$ cat src/rtl/pipe_stage_chain.sv
// Elastic chain of STAGES register slots. Slots advance on a valid/ready
// handshake, empty slots collapse, and a youngest-first forwarding lookup is provided.
module pipe_stage_chain #(
  parameter int unsigned DATA_W = 32,
  parameter int unsigned TAG_W  = 5,
  parameter int unsigned STAGES = 4
) (
  input  logic                     Clk,
  input  logic                     Clr,
  input  logic                     In_valid,
  output logic                     In_ready,
  input  logic [DATA_W-1:0]        In_data,
  input  logic [TAG_W-1:0]         In_tag,
  input  logic                     In_wen,
  output logic                     Out_valid,
  input  logic                     Out_ready,
  output logic [DATA_W-1:0]        Out_data,
  output logic [TAG_W-1:0]         Out_tag,
  output logic                     Out_wen,
  input  logic                     Flush,
  input  logic [TAG_W-1:0]         Q_tag,
  output logic                     Q_hit,
  output logic [DATA_W-1:0]        Q_data,
  output logic [3:0]               Q_stage,
  output logic [STAGES-1:0]        Tap_valid,
  output logic [STAGES*DATA_W-1:0] Tap_data,
  output logic [4:0]               Count
);

  localparam int unsigned CNT_W = 5;
  localparam int unsigned LAST  = STAGES - 1;

  logic [STAGES-1:0] valid_q;
  logic [DATA_W-1:0] data_q [STAGES];
  logic [TAG_W-1:0]  tag_q  [STAGES];
  logic              wen_q  [STAGES];
  logic [CNT_W-1:0]  count_q;

  logic [STAGES-1:0] mv;
  logic              accept;
  logic              out_xfer;

  // A slot may move when any slot at or beyond it is empty, or the consumer takes the head.
  always_comb begin
    logic acc;
    acc = Out_ready;
    mv  = '0;
    for (int i = int'(STAGES) - 1; i >= 0; i--) begin
      acc   = acc | ~valid_q[i];
      mv[i] = acc;
    end
  end

  assign In_ready  = mv[0] & ~Flush & ~Clr;
  assign accept    = In_valid & In_ready;
  assign Out_valid = valid_q[LAST] & ~Flush;
  assign out_xfer  = Out_valid & Out_ready;
  assign Out_data  = data_q[LAST];
  assign Out_tag   = tag_q[LAST];
  assign Out_wen   = wen_q[LAST];
  assign Count     = count_q;
  assign Tap_valid = valid_q;

  always_ff @(posedge Clk) begin
    if (Clr) begin
      valid_q <= '0;
      count_q <= '0;
      for (int i = 0; i < int'(STAGES); i++) begin
        data_q[i] <= '0;
        tag_q[i]  <= '0;
        wen_q[i]  <= 1'b0;
      end
    end else if (Flush) begin
      // Payload registers intentionally keep their stale contents.
      valid_q <= '0;
      count_q <= '0;
    end else begin
      count_q <= count_q + CNT_W'(accept) - CNT_W'(out_xfer);
      if (mv[0]) begin
        valid_q[0] <= accept;
        if (accept) begin
          data_q[0] <= In_data;
          tag_q[0]  <= In_tag;
          wen_q[0]  <= In_wen;
        end
      end
      for (int i = 1; i < int'(STAGES); i++) begin
        if (mv[i]) begin
          valid_q[i] <= valid_q[i-1];
          if (valid_q[i-1]) begin
            data_q[i] <= data_q[i-1];
            tag_q[i]  <= tag_q[i-1];
            wen_q[i]  <= wen_q[i-1];
          end
        end
      end
    end
  end

  // Scan oldest to youngest so the lowest matching index is the one left standing.
  always_comb begin
    Q_hit   = 1'b0;
    Q_data  = '0;
    Q_stage = '0;
    for (int i = int'(STAGES) - 1; i >= 0; i--) begin
      if (valid_q[i] && wen_q[i] && (tag_q[i] == Q_tag) && (Q_tag != '0)) begin
        Q_hit   = 1'b1;
        Q_data  = data_q[i];
        Q_stage = 4'(i);
      end
    end
  end

  always_comb begin
    Tap_data = '0;
    for (int i = 0; i < int'(STAGES); i++) begin
      Tap_data[i*DATA_W +: DATA_W] = data_q[i];
    end
  end

endmodule
$ cat config.mk
export PLATFORM = sky130hd
export DESIGN_NAME = pipe_stage_chain
export DESIGN_NICKNAME = d
export VERILOG_FILES = /design/src/rtl/pipe_stage_chain.sv
export SDC_FILE = /design/constraint.sdc
export NUM_CORES = 1
export LEC_CHECK = 0
export BUFFER_PORTS_ARGS = -buffer_cell sky130_fd_sc_hd__buf_2
export CAP_MARGIN = 0
export CELL_PAD_IN_SITES_DETAIL_PLACEMENT = 1
export CELL_PAD_IN_SITES_GLOBAL_PLACEMENT = 2
export CORE_ASPECT_RATIO = 0.9
export CORE_MARGIN = 5
export CORE_UTILIZATION = 31
export CTS_BUF_LIST = sky130_fd_sc_hd__clkbuf_8 sky130_fd_sc_hd__clkbuf_16
export DETAILED_ROUTE_END_ITERATION = 6
export GPL_ROUTABILITY_DRIVEN = 0
export PLACE_DENSITY = 0.91
export SLEW_MARGIN = 10
export SYNTH_ARGS = -nofsm -noshare
export SYNTH_HDL_FRONTEND = slang
export SYNTH_SLANG_ARGS = --single-unit
$ cat constraint.sdc
create_clock -name Clk -period 3.9 [get_ports Clk]
set_input_delay 0.39 -clock Clk [delete_from_list [all_inputs] [get_ports Clk]]
set_output_delay 0.39 -clock Clk [all_outputs]
set_load 0.005 [all_outputs]
==> Yosys cells after proc, flatten, opt, wreduce, memory -nomap -nowiden <==
Memory sizes are Yosys's and may differ from the RTL's.
Cells that the tools add are included.
{ "word_totals": {"ff_bits": 9, "ramBits": 152, "output_inout_bits": 214, "wordCells": 101, "n_memories": 3} }
{ "mem_list": {"columns": ["name", "depth", "width", "rd", "rd_clocked_by_memory_dff", "write_ports", "line", "source"], "rows": [
  ["data_q", 4, 32, 4, 0, 4, "34", "logic [DATA_W-1:0] data_q [STAGES];"],
  ["tag_q", 4, 5, 4, 0, 4, "35", "logic [TAG_W-1:0] tag_q [STAGES];"],
  ["wen_q", 4, 1, 4, 0, 4, "36", "logic wen_q [STAGES];"]
]} }
{ "classes": {"addsub": 2, "eq_ne": 4, "muxes": 46, "bitwise_logic": 27, "n_reduce_logical": 14} }
{ "ops": {"columns": ["cell", "n"], "rows": [
  ["$mux 32", 8],
  ["$mux 1", 30],
  ["$eq 5x5->1", 4],
  ["$mux 5", 4],
  ["$or 1x1->1", 16],
  ["$logic_and 1x1->1", 12],
  ["$mux 4", 3],
  ["$not 1->1", 6],
  ["$add 5x1->5", 1],
  ["$and 1x1->1", 5],
  ["$reduce_bool 5->1", 1],
  ["$sub 5x1->5", 1],
  ["$mux 2", 1],
  ["$reduce_or 2->1", 1]
]} }

==> Depth between registers and ports, before layout <==
Gate-level depths: netlist of the first run.
{ "logic_depth": {"word_depth": 14, "ltp_mapped": 14} }

==> Worst setup path after synthesis of the first run <==
OpenSTA, ideal clock, no wires.
{ "synth_timing": {"path_kind": "register to register", "startpoint": "reg valid_q[3] (netlist: Tap_valid[3])", "endpoint": "mem data_q[3][0] (enable)", "arrival_ns": 2.778, "t_required_ns": 3.459, "setup_slack_ns": 0.680, "stages_incl_launch_ff": 6, "period_less_slack_ns": 3.220, "path_cell_list": "dfxtp_1 nor2b_1 nand2b_1 clkbuf_1 clkbuf_1 o21bai_1"} }
{ "synth_lines": {"columns": ["element", "line", "source"], "rows": [
  ["start: declaration", "33", "logic [STAGES-1:0] valid_q;"],
  ["start signal: indexed assignment", "89", "valid_q[i] <= valid_q[i-1];"],
  ["end: declaration", "34", null]
]} }

==> results of run 1 <==
-- synth_stat cells --
| master | count |
|---|---|
| o31ai_1 | 32 |
| ha_1 | 5 |
| or4_1 | 1 |
| nand2b_1 | 3 |
| a2111o_1 | 1 |
| a21o_1 | 2 |
| and2_1 | 86 |
| or2_1 | 3 |
| dfxtp_1 | 9 |
| nor2b_1 | 4 |
| buf_2 | 12 |
| or4_4 | 1 |
| nor3_1 | 67 |
| nand2_1 | 39 |
| nor2_2 | 1 |
| xor2_1 | 2 |
| a21oi_1 | 6 |
| o221ai_1 | 1 |
| o211ai_4 | 1 |
| conb_1 | 1 |
| nor4_2 | 2 |
| clkbuf_1 | 39 |
| xnor2_1 | 19 |
| a311oi_1 | 32 |
| edfxtp_1 | 152 |
| buf_4 | 35 |
| buf_6 | 3 |
| nand4_1 | 2 |
| fa_1 | 1 |
| o21bai_1 | 3 |
| nand3_1 | 2 |
| and3_1 | 39 |
| nor2_1 | 49 |
| inv_1 | 40 |
-- flip-flops by register name (all words and copies together) (netlist names) --
| register | cells |
|---|---|
| wen_q | 4 |
| Tap_valid | 4 |
| Count | 5 |
| tag_q | 20 |
| data_q | 128 |
-- cells by family (layout without fill, tap and decap cells) --
kind of cell,after synthesis,in the layout,synth area share
simple gates,299,299,0.2009
buf+inv,129,345,0.08288
flops,161,161,0.6021
xor+xnor,21,21,0.02334
fa+ha+maj,6,6,0.01048
other cells,1,2,0.0004759
compound gates,78,78,0.07987
-- report_power, final --
part           internal (mW)  switching (mW)  leakage, nW  total (mW)
Sequential              1.96          0.0583         1.67        2.02
Combinational         0.0970           0.157         2.33       0.254
Clock                  0.938           0.710        0.268        1.65
Total                   3.00           0.926         4.27        3.92
-- cell type report --
class | instances | share of cell area
Clock buffer | 17 | 0.04306
Clock inverter | 14 | 0.01406
Inverter | 40 | 0.01520
Multi-Input combinational cell | 406 | 0.2603
Sequential cell | 161 | 0.4802
Tap cell | 342 | 0.04331
Timing Repair Buffer | 274 | 0.1439
-- routing by layer --
metal  GRT usage  wire length, um
met5           0                0
met4     0.03726              239
met3     0.04072             1641
met2      0.3143            13350
met1      0.2366            11470
-- metrics by stage --
step | utilization | total power [mW] | setup WS [ns]
after floorplan | - | 2.156 | 0.6801
after global placement | 0.3709 | 2.310 | 0.9924
after detailed placement | 0.3709 | 2.318 | 0.9482
after CTS | 0.3933 | 3.973 | 0.7420
after global routing | 0.3933 | 4.074 | 0.5933
final | 0.3933 | 3.924 | 0.7899
-- worst max-delay path: stages, from the launching register on --
cell      delay (ns)
edfxtp_1        0.41
xnor2_1         0.14
nand4_1         0.10
buf_4           0.39
or2_1           0.17
buf_4           0.38
a311oi_1        0.23
o31ai_1         0.30
buf_2           0.17
-- layout by cell type (no fill, tap or decap), types with 4 or more instances in the layout --
cell type / instances
a311oi_1: 32
and3_1: 39
nor3_1: 66
o31ai_1: 32
edfxtp_1: 152
dfxtp_1: 9
buf_2: 259
clkbuf_16: 17
nand2_1: 39
inv_1: 40
nor2_1: 47
and2_1: 86
ha_1: 5
buf_4: 14
xnor2_1: 19
a21oi_1: 5
nor2b_1: 4
-- worst max-delay path by stage --
stage,end,cells after the start,startpoint,slack [ns]
after CTS,Q_data[30],8,tag_q[2][3],0.74
after detailed placement,Q_data[26],8,Q_tag[1],0.95
after global placement,Q_data[26],8,Q_tag[1],0.99
final,Q_data[29],8,tag_q[2][3],0.79
after global routing,Q_data[30],8,tag_q[2][3],0.59
after floorplan,data_q[3][0],5,Tap_valid[3],0.68
==> results.md, run 1 <==
- Normalized max-slew margin: 0.2345
- Placed Area: 9315 um2
- CP startpoint kind: register
- Die ar.: between 20000 and 30000 um2
- Synth Cell Area: 7880 um2
- Synth top area cells: edfxtp_1, and2_1, nor3_1
- Initial core utilization: 0.3137
- RSZ-0062 raised after global routing: no
- Total gr overflow: 0
- # hold bufs at CTS: 0
- Placed cells: about 1200
- DPL Wire Length: 18.32 mm
- Max Buffers Root-to-Sink: 2
- Status: completed
- Row cnt: 55
- Clk Latency, worst-skew pair: about 0.42 ns
- Final nets: 954
- Final clock skew: 0.009324 ns
- Hold crit path type: in -> reg
- Post-synthesis cell count: 695
- Die width: 178.1 um
- Fmax: 321.5 MHz
- Hold EP: data_q[0][22]
- Gates resized, CTS repair: 0
- Sequential area share after synthesis: 0.6021
- Clock Pin Slew Worst Setup and Hold Paths: 0.07 ns
- Via count: 6191
- Synth Register Bits: roughly 160
- Die Ht: 161.3 um
- Final Critical Period: 3.110 ns
- DRC: 0
- First-pass GRT wire length: between 30 and 40 mm
- Non-Filler Instances: 1254
- R2R depth: 13
- Area share of the leading cell type in the synthesized netlist: 0.5792
- Wirelength per Cell: between 20 and 25 um
- DRT antenna net count: 0
- First-pass DRT Iterations: 5
- Antenna diodes: 0
- H-tree levels: 4
- Fin. max-slew vios: 0
- Final wirelength: 26.71 mm
- Max VDD drop: roughly 0.23 mV
- Port Buffers: 259
- Pwr/cell area: 397.2 nW/um2
- Arr. time, crit path: 2.72 ns
- Req. time, crit path: 3.51 ns
- TritonCTS clock tree: done
- Num CTS Buffers: 17
- Num Clock Sinks: 161
- Core Region: 25120 um2
- Design Area, Final: 9879 um2
- Vias per Instance: around 4.9
- Crit path kind: reg -> out
- Yosys warnings: 0
- R2R Path End: Count[4]
- Initial antenna violation count: 1
- Worst-Margin Slew: about 1.1 ns
- Leakage: 4.269 nW
- Largest net degree at the start of global routing: 44
- Hold slack final: 0.2729 ns
- CTS root buffer: clkbuf_16
- Vias in the first global route: 6543
- IO Count: 262
- DR iter-0 viols: between 400 and 500
- Critical R2R Launch: Tap_valid[3]
- Cells on Worst Hold Path: 2
- Avg Cell Area, Syn: 11.34 um2
- Share of layout cells above drive strength 1: 0.3476
- Min-Delay Startpoint: In_data[22]
- R2R Setup Slk: about 0.97 ns
- Post-CTS setup buffers: 0
- Share of the clock period used by the worst path: 0.7975
- Element type at the critical path end: output port
- Multi-input gate area: 2571 um2
- P&R area growth vs syn: 25.37%
- Number of max-cap violations: 0
- Synth unique cells: 34
- Setup Viol. Count Final: 0
- Cell taking the most area after synthesis: edfxtp_1
- Filler Cell Count: around 2800
- Final Hold Vio Count: 0
- Crit-path max FO: 34
- Setup TNS: 0 ns
- Global Route Usage Sum: 0.1826
- Storage element area: approximately 4700 um2
Note: power is estimated with default switching activity, not from simulation.
==> run 2: changes to the inputs <==
--- a/config.mk
+++ b/config.mk
@@ -11,11 +11,11 @@
 export CELL_PAD_IN_SITES_GLOBAL_PLACEMENT = 2
 export CORE_ASPECT_RATIO = 0.9
 export CORE_MARGIN = 5
-export CORE_UTILIZATION = 31
+export CORE_UTILIZATION = 28
 export CTS_BUF_LIST = sky130_fd_sc_hd__clkbuf_8 sky130_fd_sc_hd__clkbuf_16
 export DETAILED_ROUTE_END_ITERATION = 6
 export GPL_ROUTABILITY_DRIVEN = 0
-export PLACE_DENSITY = 0.91
+export PLACE_DENSITY = 0.87
 export SLEW_MARGIN = 10
 export SYNTH_ARGS = -nofsm -noshare
 export SYNTH_HDL_FRONTEND = slang
==> constraint.sdc (replaced) <==
create_clock -name Clk -period 2.5 [get_ports Clk]
set_input_delay 0.25 -clock Clk [delete_from_list [all_inputs] [get_ports Clk]]
set_output_delay 0.25 -clock Clk [all_outputs]
set_load 0.005 [all_outputs]
==> run 2 against run 1 <==
Against the previous run:
- the flow now finishes with violations (setup timing)
- clock power is 57% higher
- die area grew 10%
- critical path depth is the same
- hold slack worse by 0.14 ns
- clock skew grew 0.0026 ns
- core utilization decreased by 0.23 points
- register-to-register slack worse by 0.86 ns
- sequential share of layout area fell by 4.4 points
- sequential power is 56% higher
- cell area up 10%
- first-iteration DRC count is 15% lower
- critical endpoint is now Q_data[27]
- largest cell class unchanged
==> results.md, run 2 (synthesized netlist as in run 1, its figures left out) <==
- Status: complete, but fails checks
- Failing checks: setup timing
- Reg with most FFs: data_q
- Final Critical Period: 2.572 ns
- Share of layout cells above drive strength 1: 0.4474
- Port Buffers: 259
- Worst-Margin Slew: 0.8960 ns
- Hold slack final: ~0.14 ns
- First-pass GRT wire length: 42.19 mm
- P&R area growth vs syn: 38.27%
- Non-Filler Instances: 1310
- Die width: 186.8 um
- CP peak stage delay: 0.40 ns
- Placed Area: 9630 um2
- Share of the clock period used by the worst path: 1.029
- Pwr/cell area: 566.3 nW/um2
- Vias in the first global route: about 6700
- Multi-input gate area: 3022 um2
- Hold crit path type: in -> reg
- Number of max-cap violations: 0
- Total gr overflow: 0
- Clk Latency, worst-skew pair: 0.42 ns
- Vias per Instance: 4.886
- TritonCTS clock tree: done
- Fin util: 0.3910
- Max VDD drop: 0.2988 mV
- RSZ-0062 raised after global routing: yes
- Element type at the critical path end: output port
- Slowest stage cell, crit path: edfxtp_1
- Final nets: 991
- Design Area, Final: 10900 um2
- Die Ht: 169.2 um
- Num CTS Buffers: 17
- CTS root buffer: clkbuf_16
- Most common cell after layout, fill and taps aside: buf_2
- Setup TNS: -1.512 ns
- Initial antenna violation count: 0
- Final Hold Vio Count: 0
- # hold bufs at CTS: 0
- Max Buffers Root-to-Sink: 2
- Fmax: 388.8 MHz
- Overall power: 6.170 mW
- Arr. time, crit path: 2.32 ns
- Setup Viol. Count Final: 33
- DRT antenna net count: 0
- Fin. max-slew vios: 0
- Crit path kind: reg -> out
- IO Count: about 260
- Highest-count cells in the layout ignoring fill and taps: buf_2, edfxtp_1, and2_1
- Req. time, crit path: 2.25 ns
- Normalized max-slew margin: 0.4012
- Largest net degree at the start of global routing: 44
- Initial core utilization: 0.2828
- Die ar.: 31600 um2
- Largest register FFs: between 100 and 150
- DR iter-0 viols: 382
- H-tree levels: 4
- Final wirelength: 28.75 mm
- Sequence of cells on the critical path: xnor2_1 -> nand4_1 -> buf_6 -> buf_4 -> nor3_2 -> a311oi_4 -> o31ai_1 -> buf_2
- CP startpoint kind: register
- First-pass DRT Iterations: 4
- Storage element area: ~4700 um2
- Wirelength per Cell: 21.95 um
- Final setup margin: -0.07177 ns
- Place WS: -0.02453 ns
- Crit-path max FO: 16
- Global Route Usage Sum: 0.1734
- Antenna diodes: 0
- DRC: 0
- Num Clock Sinks: roughly 160
- Via count: 6401
- Clock Pin Slew Worst Setup and Hold Paths: approximately 0.070 ns
- Core Region: around 28000 um2
- Filler Cell Count: 3097
- Row cnt: 58
- Leakage: around 4.6 nW
- Placed cells: 1264
- Final clock skew: 0.01196 ns
- DPL Wire Length: 19.87 mm
## run 2: cell count changes in the layout (fill, tap and decap cells not counted), moves of 7 or more
| cell | before | now |
|---|---|---|
| a311oi_1 | 32 | 7 |
| a311oi_2 | 0 | 17 |
| a311oi_4 | 0 | 8 |
| buf_12 | 1 | 12 |
| buf_4 | 14 | 32 |
| nor3_1 | 66 | 48 |
| nor3_2 | 1 | 18 |
| o31ai_1 | 32 | 25 |
| o31ai_2 | 0 | 7 |
## run 2: path summary, 6_finish.rpt
kind / start / end / slack, ns / cells after the start
worst max-delay path: tag_q[2][3] / Q_data[27] / -0.07 / 8
worst min-delay path: In_data[2] / data_q[0][2] / 0.14 / 2
worst max register to register: Tap_valid[3] / Count[4] / 0.11 / 13
worst min register to register: tag_q[0][2] / tag_q[1][2] / 0.58 / 1
## run 2: worst max-delay path: cells and delay by family (launching register included)
kind	cells	cell delay, ns
xor gates and xnor gates	1	0.19
DFF	1	0.40
AOI/OAI and AO/OA	2	0.35
buffers and inverters	3	0.54
and+or+nand+nor	2	0.41
## run 2: where the power goes
part           total (mW)  leakage (nW)  internal [mW]  switching [mW]
Combinational       0.427          2.68          0.167           0.261
Sequential           3.15          1.68           3.06          0.0914
Clock                2.59         0.280           1.41            1.18
Total                6.17          4.63           4.63            1.54
## run 2: cell type report
type | instances | share of cell area
well taps | 360 | 0.04134
flip-flops and latches | 161 | 0.4358
inverters | 40 | 0.01378
clock buffers | 17 | 0.03904
repair buffers | 311 | 0.1789
multi-input cells | 406 | 0.2773
clock inverters | 15 | 0.01378
## run 2: what timing repair did
item                       4_1_cts  5_1_grt
setup endpoints to repair       35       36
gates cloned                     3        2
pin swaps                       14        6
resized for setup               45       42
setup buffers                    6        4
## run 2: routing by layer
| metal | global-route usage | part of all wire | up-vias |
|---|---|---|---|
| li1 | - | - | 2930 |
| met1 | 0.2126 | 0.42 | 3239 |
| met2 | 0.3056 | 0.50 | 217 |
| met3 | 0.05636 | 0.067 | 15 |
| met4 | 0.02989 | 0.0093 | 0 |
| met5 | 0 | 0 | - |
==> run 3: changes to the inputs <==
--- a/config.mk
+++ b/config.mk
@@ -5,17 +5,18 @@
 export SDC_FILE = /design/constraint.sdc
 export NUM_CORES = 1
 export LEC_CHECK = 0
+export ABC_AREA = 1
 export BUFFER_PORTS_ARGS = -buffer_cell sky130_fd_sc_hd__buf_2
 export CAP_MARGIN = 0
 export CELL_PAD_IN_SITES_DETAIL_PLACEMENT = 1
 export CELL_PAD_IN_SITES_GLOBAL_PLACEMENT = 2
 export CORE_ASPECT_RATIO = 0.9
 export CORE_MARGIN = 5
-export CORE_UTILIZATION = 28
+export CORE_UTILIZATION = 27
 export CTS_BUF_LIST = sky130_fd_sc_hd__clkbuf_8 sky130_fd_sc_hd__clkbuf_16
 export DETAILED_ROUTE_END_ITERATION = 6
 export GPL_ROUTABILITY_DRIVEN = 0
-export PLACE_DENSITY = 0.87
+export PLACE_DENSITY = 0.9
 export SLEW_MARGIN = 10
 export SYNTH_ARGS = -nofsm -noshare
 export SYNTH_HDL_FRONTEND = slang
==> run 3 against run 2 <==
Against the previous run:
- the flow now finishes without violations
- count of clock-buffer cells in the layout unchanged
- combinational power is 18% higher
- sequential cell count stayed put
- power grew 2.3%
- first-iteration DRC count is 4.5% lower
- wire length is 7.8% higher
- cell count up 31%
- sequential power barely moved
- clock power increased by 2%
- synthesized cell count is 51% higher
- non-clock buffer count decreased by 19
==> results.md, run 3 <==
- Buf+Inv Stages, Crit Path: 3
- R2R Path End: Count[4]
- Die width: 198.2 um
- Num CTS Buffers: 17
- Vias per Instance: 4.403
- Fin. max-slew vios: 0
- Most common cell after layout, fill and taps aside: buf_2
- Final nets: approximately 1300
- DRT antenna net count: 0
- Pwr/cell area: 572.7 nW/um2
- Reg with most FFs: data_q
- Wirelength per Cell: roughly 18 um
- Port Buffers: between 200 and 300
- RSZ-0062 raised after global routing: yes
- Synth Area in XOR/XNOR: 0.003054
- Element type at the critical path end: register
- First-pass GRT wire length: 46.18 mm
- Crit path max-delay family: adder cells
- Asr flop ratio synth: 0
- Vias in the first global route: 7978
- Die Ht: around 180 um
- Slowest stage cell, crit path: fa_2
- Crit-path max FO: 3
- Sequential area share after synthesis: 0.5515
- Critical R2R Launch: Tap_valid[3]
- H-tree levels: 4
- Total gr overflow: 0
- Main flop type after synthesis: edfxtp_1
- Setup Viol. Count Final: 0
- Design Area, Final: 11020 um2
- Largest family of logic cells by synthesized area: simple AND/OR/NAND/NOR gates
- Non-Filler Instances: 1711
- Mux cell area share after synthesis: 0
- DPL Wire Length: 21.78 mm
- Global Route Usage Sum: 0.1722
- Via count: 7533
- Clk Latency, worst-skew pair: approximately 0.43 ns
- CTS root buffer: clkbuf_16
- Most frequent cells after synthesis: nand2_1, inv_1, nor2_1
- Yosys warnings: 0
- Synth Cell Area: 8603 um2
- Hold crit path type: in -> reg
- Post-synthesis cell count: roughly 1000
- Final Critical Period: approximately 2.4 ns
- First-pass DRT Iterations: 4
- Largest register FFs: 128
- IO Count: 262
- Arr. time, crit path: 2.73 ns
- Req. time, crit path: 2.86 ns
- Cell taking the most area after synthesis: edfxtp_1
- R2R depth: 17
- Num Clock Sinks: 161
- Sequence of cells on the critical path: inv_2 -> nor2_4 -> inv_2 -> nor2_4 -> nand2_2 -> nor2_4 -> nor2_4 -> nand2_2 -> ha_1 -> inv_1 -> ha_2 -> fa_2 -> nand2_1 -> nand2_1 -> a21oi_2 -> o21ai_0 -> a21oi_1
- Final wirelength: about 31 mm
- CP endpoint: Count[4]
- Max Buffers Root-to-Sink: 2
- Placed cells: between 1500 and 2000
- Simple-Gate Fraction of Synth Area: 0.2593
- Worst setup path start: Tap_valid[3]
- Final clock skew: 0.01252 ns
- Cell mode on critical path: nor2_4
- Most common cell in the synthesized netlist: nand2_1
- Clock Pin Slew Worst Setup and Hold Paths: ~0.070 ns
- Largest net degree at the start of global routing: 40
- Setup TNS: 0 ns
- Status: completed
- Post-synth EDFFs: 152
- CP peak stage delay: 0.36 ns
- Synth top area cells: edfxtp_1, nand2_1, inv_1
- Die ar.: 35540 um2
- Initial core utilization: 0.2718
- Min-Delay Startpoint: In_valid
- Fin util: 0.3482
- Synth Area in Adders: 0.009599
- Synth Register Bits: 161
- CP startpoint kind: register
- Leakage: 5.654 nW
- Worst path depth: 17
- Share of layout cells above drive strength 1: 0.2790
- Cells on Worst Hold Path: 3
- Core Region: ~32000 um2
- TritonCTS clock tree: done
- Number of max-cap violations: 0
- DR iter-0 viols: roughly 370
- Row cnt: 62
- DRC: 0
- Max VDD drop: 0.4152 mV
- # hold bufs at CTS: 0
- R2R Setup Slk: approximately 0.13 ns
- Area share of the leading cell type in the synthesized netlist: 0.5305
- Synth unique cells: 28
- Share of the clock period used by the worst path: 0.9462
- Placed Area: 10330 um2
- Avg Cell Area, Syn: 8.225 um2
- Compound-gate portion of the synthesized area: 0.01193
- Fmax: between 400 and 500 MHz
- Final Hold Vio Count: 0
- Overall power: approximately 6.3 mW
- Crit path kind: reg -> reg
- Highest-count cells in the layout ignoring fill and taps: buf_2, nand2_1, inv_1
- Initial antenna violation count: 1
- P&R area growth vs syn: 28.10%
==> run 3: cell types whose count changed after synthesis, sizes merged, moves of 35 or more <==
cell,change
and2,-86
nor3,-66
clkbuf,-35
and3,-39
nor2,+132
inv,+202
nand2,+206
nand3,+106
==> run 3: repair_timing <==
action,4_1_cts,5_1_grt
pin swaps,1,4
setup endpoints to repair,21,35
buffers inserted,3,0
gates resized for setup,5,24
==> run 3: routing by layer <==
metal / track usage / share of wire
met3: 0.04375 / 0.062
met5: 0 / 0
met4: 0.04475 / 0.015
met2: 0.3053 / 0.51
met1: 0.2100 / 0.42
==> run 3: worst min path at each step <==
stage / end / slack [ns]
6_report: Tap_valid[0] / 0.08
5_1_grt: Tap_valid[0] / 0.06
4_1_cts: Tap_valid[0] / 0.05
3_5_place_dp: Tap_valid[0] / 0.53
3_3_place_gp: Tap_valid[0] / 0.51
2_1_floorplan: Tap_valid[0] / 0.37
==> run 3: power by group <==
part | total [mW] | switching [mW] | internal [mW]
registers | 3.17 | 0.0981 | 3.07
logic | 0.503 | 0.323 | 0.180
clock network | 2.64 | 1.17 | 1.47
total | 6.31 | 1.59 | 4.72
==> run 3: tightest hold or removal path, cell delays in order <==
cell,delay [ns]
buf_2,0.10
nor2_1,0.05
nor2_1,0.08
==> run 3: cell families (layout without fill, tap and decap cells) <==
group | after synthesis | count (layout)
AOI/OAI and AO/OA | 19 | 19
xor gates and xnor gates | 3 | 3
adders and majority gates | 6 | 6
buffers and inverters | 319 | 566
DFF | 161 | 161
other | 1 | 3
and+or+nand+nor | 537 | 537
==> run 3: area by class of cell <==
type | instances | area, um2
Fill cell | 3845 | 20630
Inverter | 242 | 913.4
Tap cell | 416 | 520.5
Clock buffer | 17 | 425.4
Timing Repair Buffer | 292 | 1714
Multi-Input combinational cell | 567 | 2550
Antenna cell | 1 | 2.502
Clock inverter | 15 | 146.4
Sequential cell | 161 | 4748
==> run 3: per-stage QoR <==
step           hold WS, ns  setup WS (ns)
6_report           0.08251         0.1346
5_1_grt            0.06040       -0.02569
4_1_cts            0.05107       0.008586
3_5_place_dp        0.5264       -0.05571
3_3_place_gp        0.5083         0.1176
2_1_floorplan       0.3707       0.004326
